File: config.mk
export PLATFORM = sky130hd
export DESIGN_NAME = multi_edge_pulse
export DESIGN_NICKNAME = d
export VERILOG_FILES = /design/src/rtl/multi_edge_pulse.sv
export SDC_FILE = /design/constraint.sdc
export NUM_CORES = 1
export LEC_CHECK = 0
export BUFFER_PORTS_ARGS = -buffer_cell sky130_fd_sc_hd__buf_2
export CAP_MARGIN = 20
export CORE_MARGIN = 5
export CORE_UTILIZATION = 50
export CTS_BUF_LIST = sky130_fd_sc_hd__clkbuf_2
export DETAILED_ROUTE_END_ITERATION = 10
export PLACE_DENSITY_LB_ADDON = 0.15
export SYNTH_ARGS = -nofsm -noshare
export SYNTH_HDL_FRONTEND = slang
export SYNTH_SLANG_ARGS = --single-unit
File: constraint.sdc
create_clock -name i_clk -period 1.9 [get_ports i_clk]
set_clock_uncertainty 0.2 [all_clocks]
set_input_delay 0 -clock i_clk [delete_from_list [all_inputs] [get_ports i_clk]]
set_output_delay 0 -clock i_clk [all_outputs]
set_load 0.05 [all_outputs]
File: src/rtl/multi_edge_pulse.sv
// multi_edge_pulse: per-channel synchroniser, selectable edge detector and
// retriggerable pulse stretcher with sticky overlap flags.
module multi_edge_pulse #(
  parameter int unsigned N_CH        = 4,
  parameter int unsigned SYNC_STAGES = 2,
  parameter int unsigned PULSE_W     = 1,
  parameter int unsigned CNT_W       = $clog2(PULSE_W + 1)
) (
  input  logic            i_clk,
  input  logic            i_rst,
  input  logic [N_CH-1:0] i_data,
  input  logic [1:0]      i_mode,
  input  logic            i_clr,
  output logic [N_CH-1:0] o_pulse,
  output logic [N_CH-1:0] o_ovl,
  output logic            o_any
);

  typedef enum logic [1:0] {
    ModeRise = 2'b00,
    ModeFall = 2'b01,
    ModeBoth = 2'b10,
    ModeOff  = 2'b11
  } mode_e;

  // Counter state is implied by the count itself: zero means idle.
  typedef enum logic {
    StIdle,
    StActive
  } cnt_st_e;

  localparam logic [CNT_W-1:0] CntLoad = CNT_W'(PULSE_W);

  logic [N_CH-1:0]  sync_q [SYNC_STAGES];
  logic [N_CH-1:0]  sync_d [SYNC_STAGES];
  logic [N_CH-1:0]  prev_q, prev_d;
  logic [CNT_W-1:0] cnt_q  [N_CH];
  logic [CNT_W-1:0] cnt_d  [N_CH];
  logic [N_CH-1:0]  pulse_q, pulse_d;
  logic [N_CH-1:0]  ovl_q, ovl_d;
  logic             any_q, any_d;

  logic [N_CH-1:0]  sync_s;
  logic [N_CH-1:0]  rise, fall, edge_q;

  // Synchroniser shift and history capture.
  always_comb begin
    sync_d[0] = i_data;
    for (int i = 1; i < int'(SYNC_STAGES); i++) begin
      sync_d[i] = sync_q[i-1];
    end
    sync_s = sync_q[SYNC_STAGES-1];
    prev_d = sync_s;
  end

  // Edge qualification; the mode applies to the edge evaluated this cycle.
  always_comb begin
    rise   = sync_s & ~prev_q;
    fall   = ~sync_s & prev_q;
    edge_q = '0;
    unique case (mode_e'(i_mode))
      ModeRise: edge_q = rise;
      ModeFall: edge_q = fall;
      ModeBoth: edge_q = rise | fall;
      ModeOff:  edge_q = '0;
    endcase
  end

  // Per-channel counter FSM, overlap flag and pulse next-state.
  always_comb begin
    cnt_st_e st;
    st      = StIdle;
    pulse_d = '0;
    ovl_d   = ovl_q;
    for (int ch = 0; ch < int'(N_CH); ch++) begin
      cnt_d[ch] = cnt_q[ch];
      st = (cnt_q[ch] == '0) ? StIdle : StActive;
      if (i_clr) ovl_d[ch] = 1'b0;
      unique case (st)
        StIdle: begin
          if (edge_q[ch]) cnt_d[ch] = CntLoad;
        end
        StActive: begin
          if (edge_q[ch]) begin
            // Retrigger: extend the pulse; a set beats a same-cycle clear.
            cnt_d[ch] = CntLoad;
            ovl_d[ch] = 1'b1;
          end else begin
            cnt_d[ch] = cnt_q[ch] - 1'b1;
          end
        end
      endcase
      pulse_d[ch] = (cnt_d[ch] != '0);
    end
    any_d = |pulse_d;
  end

  // State registers, all cleared asynchronously.
  always_ff @(posedge i_clk or posedge i_rst) begin
    if (i_rst) begin
      for (int i = 0; i < int'(SYNC_STAGES); i++) sync_q[i] <= '0;
      for (int ch = 0; ch < int'(N_CH); ch++) cnt_q[ch] <= '0;
      prev_q  <= '0;
      pulse_q <= '0;
      ovl_q   <= '0;
      any_q   <= 1'b0;
    end else begin
      for (int i = 0; i < int'(SYNC_STAGES); i++) sync_q[i] <= sync_d[i];
      for (int ch = 0; ch < int'(N_CH); ch++) cnt_q[ch] <= cnt_d[ch];
      prev_q  <= prev_d;
      pulse_q <= pulse_d;
      ovl_q   <= ovl_d;
      any_q   <= any_d;
    end
  end

  assign o_pulse = pulse_q;
  assign o_ovl   = ovl_q;
  assign o_any   = any_q;

endmodule

==> results.txt <==
----------------------------------------------------
[Outcome]
  Result of the run ... complete, no violations

[Power and ir drop]
  Part of the total power dissipated in sequential elements ... 0.593
  Share of power burned in the clock network ... 0.205
  Leak ... 0.571 nW
  Sw Ratio ... 0.288
  Peak ir drop on the vdd network ... 0.000500 V
  Cell internal power dissipation ... 0.000591 W
  Combinational cell fraction of total power ... 0.202
  Pwr Density ... 803 mW/mm^2
  Overall power after layout ... 0.000830 W
  Power spent charging and discharging nets ... 0.000239 W

[GRT]
  Initial antenna violation count ... 0
  Grt total ovfl ... 0
  Total routing usage reported by global routing ... 0.105
  Number of global-route vias before repair ... 469
  First-pass GRT wire length ... 1.97 mm
  Largest net degree at the start of global routing ... 22

[Finish]
  Net count reported at finish ... 111
  Number of inserted filler cells in the final layout ... 114
  Most frequent standard cell in the layout excluding fill and tap cells ... dfrtp_1
  Area growth, synth to finish ... 27.9%
  Antenna diode count ... 0
  Post-route cell area ... 0.00103 mm^2
  Commonest cells after routing, fill and taps aside ... dfrtp_1 (21), buf_2 (17), inv_1 (15), dlygate4sd3_1 (9), ha_1 (8)
  Share of post-route cells with drive strength above 1 ... 0.269

[Synthesis]
  Seq/Total Area, Yosys ... 0.650
  Average cell area after synthesis ... 13.0 um^2
  Number of unique standard cell types used by synthesis ... 12
  Net count of the mapped netlist ... 79
  Synthesis Warnings ... 0
  Synthesized instance count ... 62
  Netlist area before placement ... 808 um^2
  Post-synth top area share ... 0.650
  Post-synthesis cell type with the largest combined area ... dfrtp_1
  Synthesized flop and latch total ... 21
  Largest cells by area after synthesis ... dfrtp_1 (65%), ha_1 (12%), inv_1 (7.0%), a22o_1 (4.3%), o22ai_1 (3.1%)

[Critical path]
  Start-to-end type of the worst setup path ... register to register
  Crit end category ... register
  Library cell contributing the largest single delay on the critical path ... dlygate4sd3_1
  Depth of the worst register-to-register path ... 6
  Cell class contributing the biggest share of worst-path delay ... buffers and inverters
  Number of buffers and inverters on the critical path ... 3
  WP data required ... 1.91 ns
  CP startpoint ... prev_q[3]
  Minimum setup slack among reg-to-reg paths ... 0.06 ns
  Worst stage delay on the critical path ... 0.56 ns
  Critical Path Stages ... 6
  Beginning of the worst register-to-register path ... prev_q[3]
  List of cells traversed by the critical path ... inv_1 > ha_1 > inv_1 > mux2i_1 > o22ai_2 > dlygate4sd3_1
  Reg-to-reg endpoint ... cnt_q[0]
  Destination of the critical timing path ... cnt_q[0]
  Data arrival time of the critical path ... 1.85 ns
  Maximum net fanout on the critical path ... 3
  Most frequent cell on the critical path ... inv_1
  Startpoint type of the worst setup path ... register

[Clocking]
  H-Tree Level Count ... 1
  Clock latency on the worst-skew pair ... 0.29 ns
  Number of buffers created by CTS ... 3
  Maximum buffer depth of the clock tree ... 2
  Clock-pin transition on the worst setup and hold timing paths ... 0.16 ns
  Root cell of the clock tree ... clkbuf_2
  Clock Sinks ... 21
  Clock tree from TritonCTS ... built

[Timing]
  Actual transition at the worst max-transition pin ... 0.734 ns
  Post-route fraction of the period consumed by the critical path ... 0.967
  Maximum clock frequency ... 0.544 GHz
  Final hold violation count ... 0
  Minimum period implied by the final worst setup slack ... 1.84 ns
  Final setup violation count ... 0
  Worst hold margin ... 0.135 ns
  Setup TNS ... 0 ns
  Max Transition Viols Final ... 0
  Worst-case headroom to the max-slew limit ... 0.510

[Run]
  Number of maximum-capacitance violations ... 0

[Route]
  Vias ... 505
  Router iterations before antenna repair ... 2
  Detailed Route Iter0 Violations ... 8
  Drt drc ... 0
  WL per Instance ... 10.5 um
  Routed wire length ... 1.14 mm
  Ratio of routed vias to standard cells ... 4.63
  Number of routed nets with antenna violations ... 0

[Floorplan]
  Die Width ... 50.2 um
  Height of the die ... 50.2 um
  Number of top-level pins ... 18
  Core box area ... 0.00152 mm^2
  Die area ... 0.00252 mm^2
  FP Rows ... 14
  Effective utilization at floorplan ... 0.530

[Placement]
  Instance area after placement ... 902 um^2
  Placed wire-length estimate ... 815 um
  Last weighted congestion value of the routability-driven placer ... 0.713
  Port Buffers ... 17

[Worst hold path]
  Min-Delay Path Class ... input port to async pin

----------------------------------------------------
==> worst min-delay path by stage <==
| stage | startpoint | end | slack (ns) | cells past startpoint |
|---|---|---|---|---|
| 6_report | i_rst | o_any | 0.14 | 3 |
| 5_1_grt | i_data[1] | sync_d[1] | 0.10 | 2 |
| 3_3_place_gp | i_data[3] | sync_d[3] | -0.09 | 1 |
| 2_1_floorplan | i_rst | cnt_q[0] | -0.22 | 1 |
| 4_1_cts | i_data[0] | sync_d[0] | 0.11 | 2 |
| 3_5_place_dp | i_data[1] | sync_d[1] | -0.09 | 1 |
==> cells by family (layout without fill, tap and decap cells) <==
group | after synthesis | after routing | synth area share
AO/OA/AOI/OAI | 11 | 11 | 0.0929
buffers and inverters | 16 | 47 | 0.0836
flip-flops | 21 | 21 | 0.650
adder cells (fa/ha/maj) | 8 | 8 | 0.124
multiplexers | 1 | 1 | 0.0124
AND/OR/NAND/NOR | 5 | 5 | 0.0372
==> state kept, by name, summed over array words and instances (netlist names) <==
name / flops
o_ovl: 4
prev_d: 4
o_any: 1
o_pulse: 3
cnt_q: 1
sync_d: 4
prev_q: 4
==> worst min-delay path, stage by stage <==
cell and delay (ns):
dlygate4sd3_1 0.53, buf_2 0.12, inv_1 0.53
==> power groups by stage <==
stage / combinational [W] / clock [W] / sequential, W
3_5_place_dp: 0.000149 / 0 / 0.000502
2_1_floorplan: 0.0000482 / 0 / 0.000565
4_1_cts: 0.000165 / 0.000181 / 0.000493
6_report: 0.000167 / 0.000170 / 0.000492
5_1_grt: 0.000184 / 0.000202 / 0.000497
3_3_place_gp: 0.000148 / 0 / 0.000500
==> metal layers <==
metal,vias up,share of wire,track usage
met2,20,0.43,0.151
met3,2,0.11,0.0562
met5,-,0,0
met1,221,0.44,0.128
li1,262,-,-
met4,0,0.0088,0.0524
==> cell usage after synthesis <==
| master | number |
|---|---|
| dfrtp_1 | 21 |
| inv_1 | 15 |
| ha_1 | 8 |
| a22o_1 | 4 |
| o22ai_1 | 4 |
| nand2_1 | 3 |
| o21ai_1 | 2 |
| buf_6 | 1 |
| mux2i_1 | 1 |
| o21ai_0 | 1 |
| or2b_4 | 1 |
| or4_1 | 1 |
==> cell type report <==
cell class / count / area [um^2] / share of cell area
repair buffers: 28 / 190 / 0.184
well taps: 16 / 20.0 / 0.0194
multi-input cells: 25 / 221 / 0.214
clock buffers: 4 / 20.0 / 0.0194
flip-flops and latches: 21 / 526 / 0.508
inverters: 15 / 56.3 / 0.0545
==> stage by stage <==
stage	worst slack, ns	utilization	std cells
after floorplan	0.222	-	62
after global placement	0.165	0.592	94
after detailed placement	0.145	0.592	94
after CTS	0.0491	0.664	107
after global routing	-0.0153	0.678	109
final	0.0626	0.678	109
==> timing repair <==
| item | 4_1_cts | 5_1_grt |
|---|---|---|
| hold buffers | 9 | 0 |
| setup endpoints to repair | 0 | 1 |
| setup buffers | 0 | 2 |
| hold endpoints to repair | 34 | 0 |
| resized for setup | 0 | 1 |
Note: power is estimated with default switching activity, not from simulation.
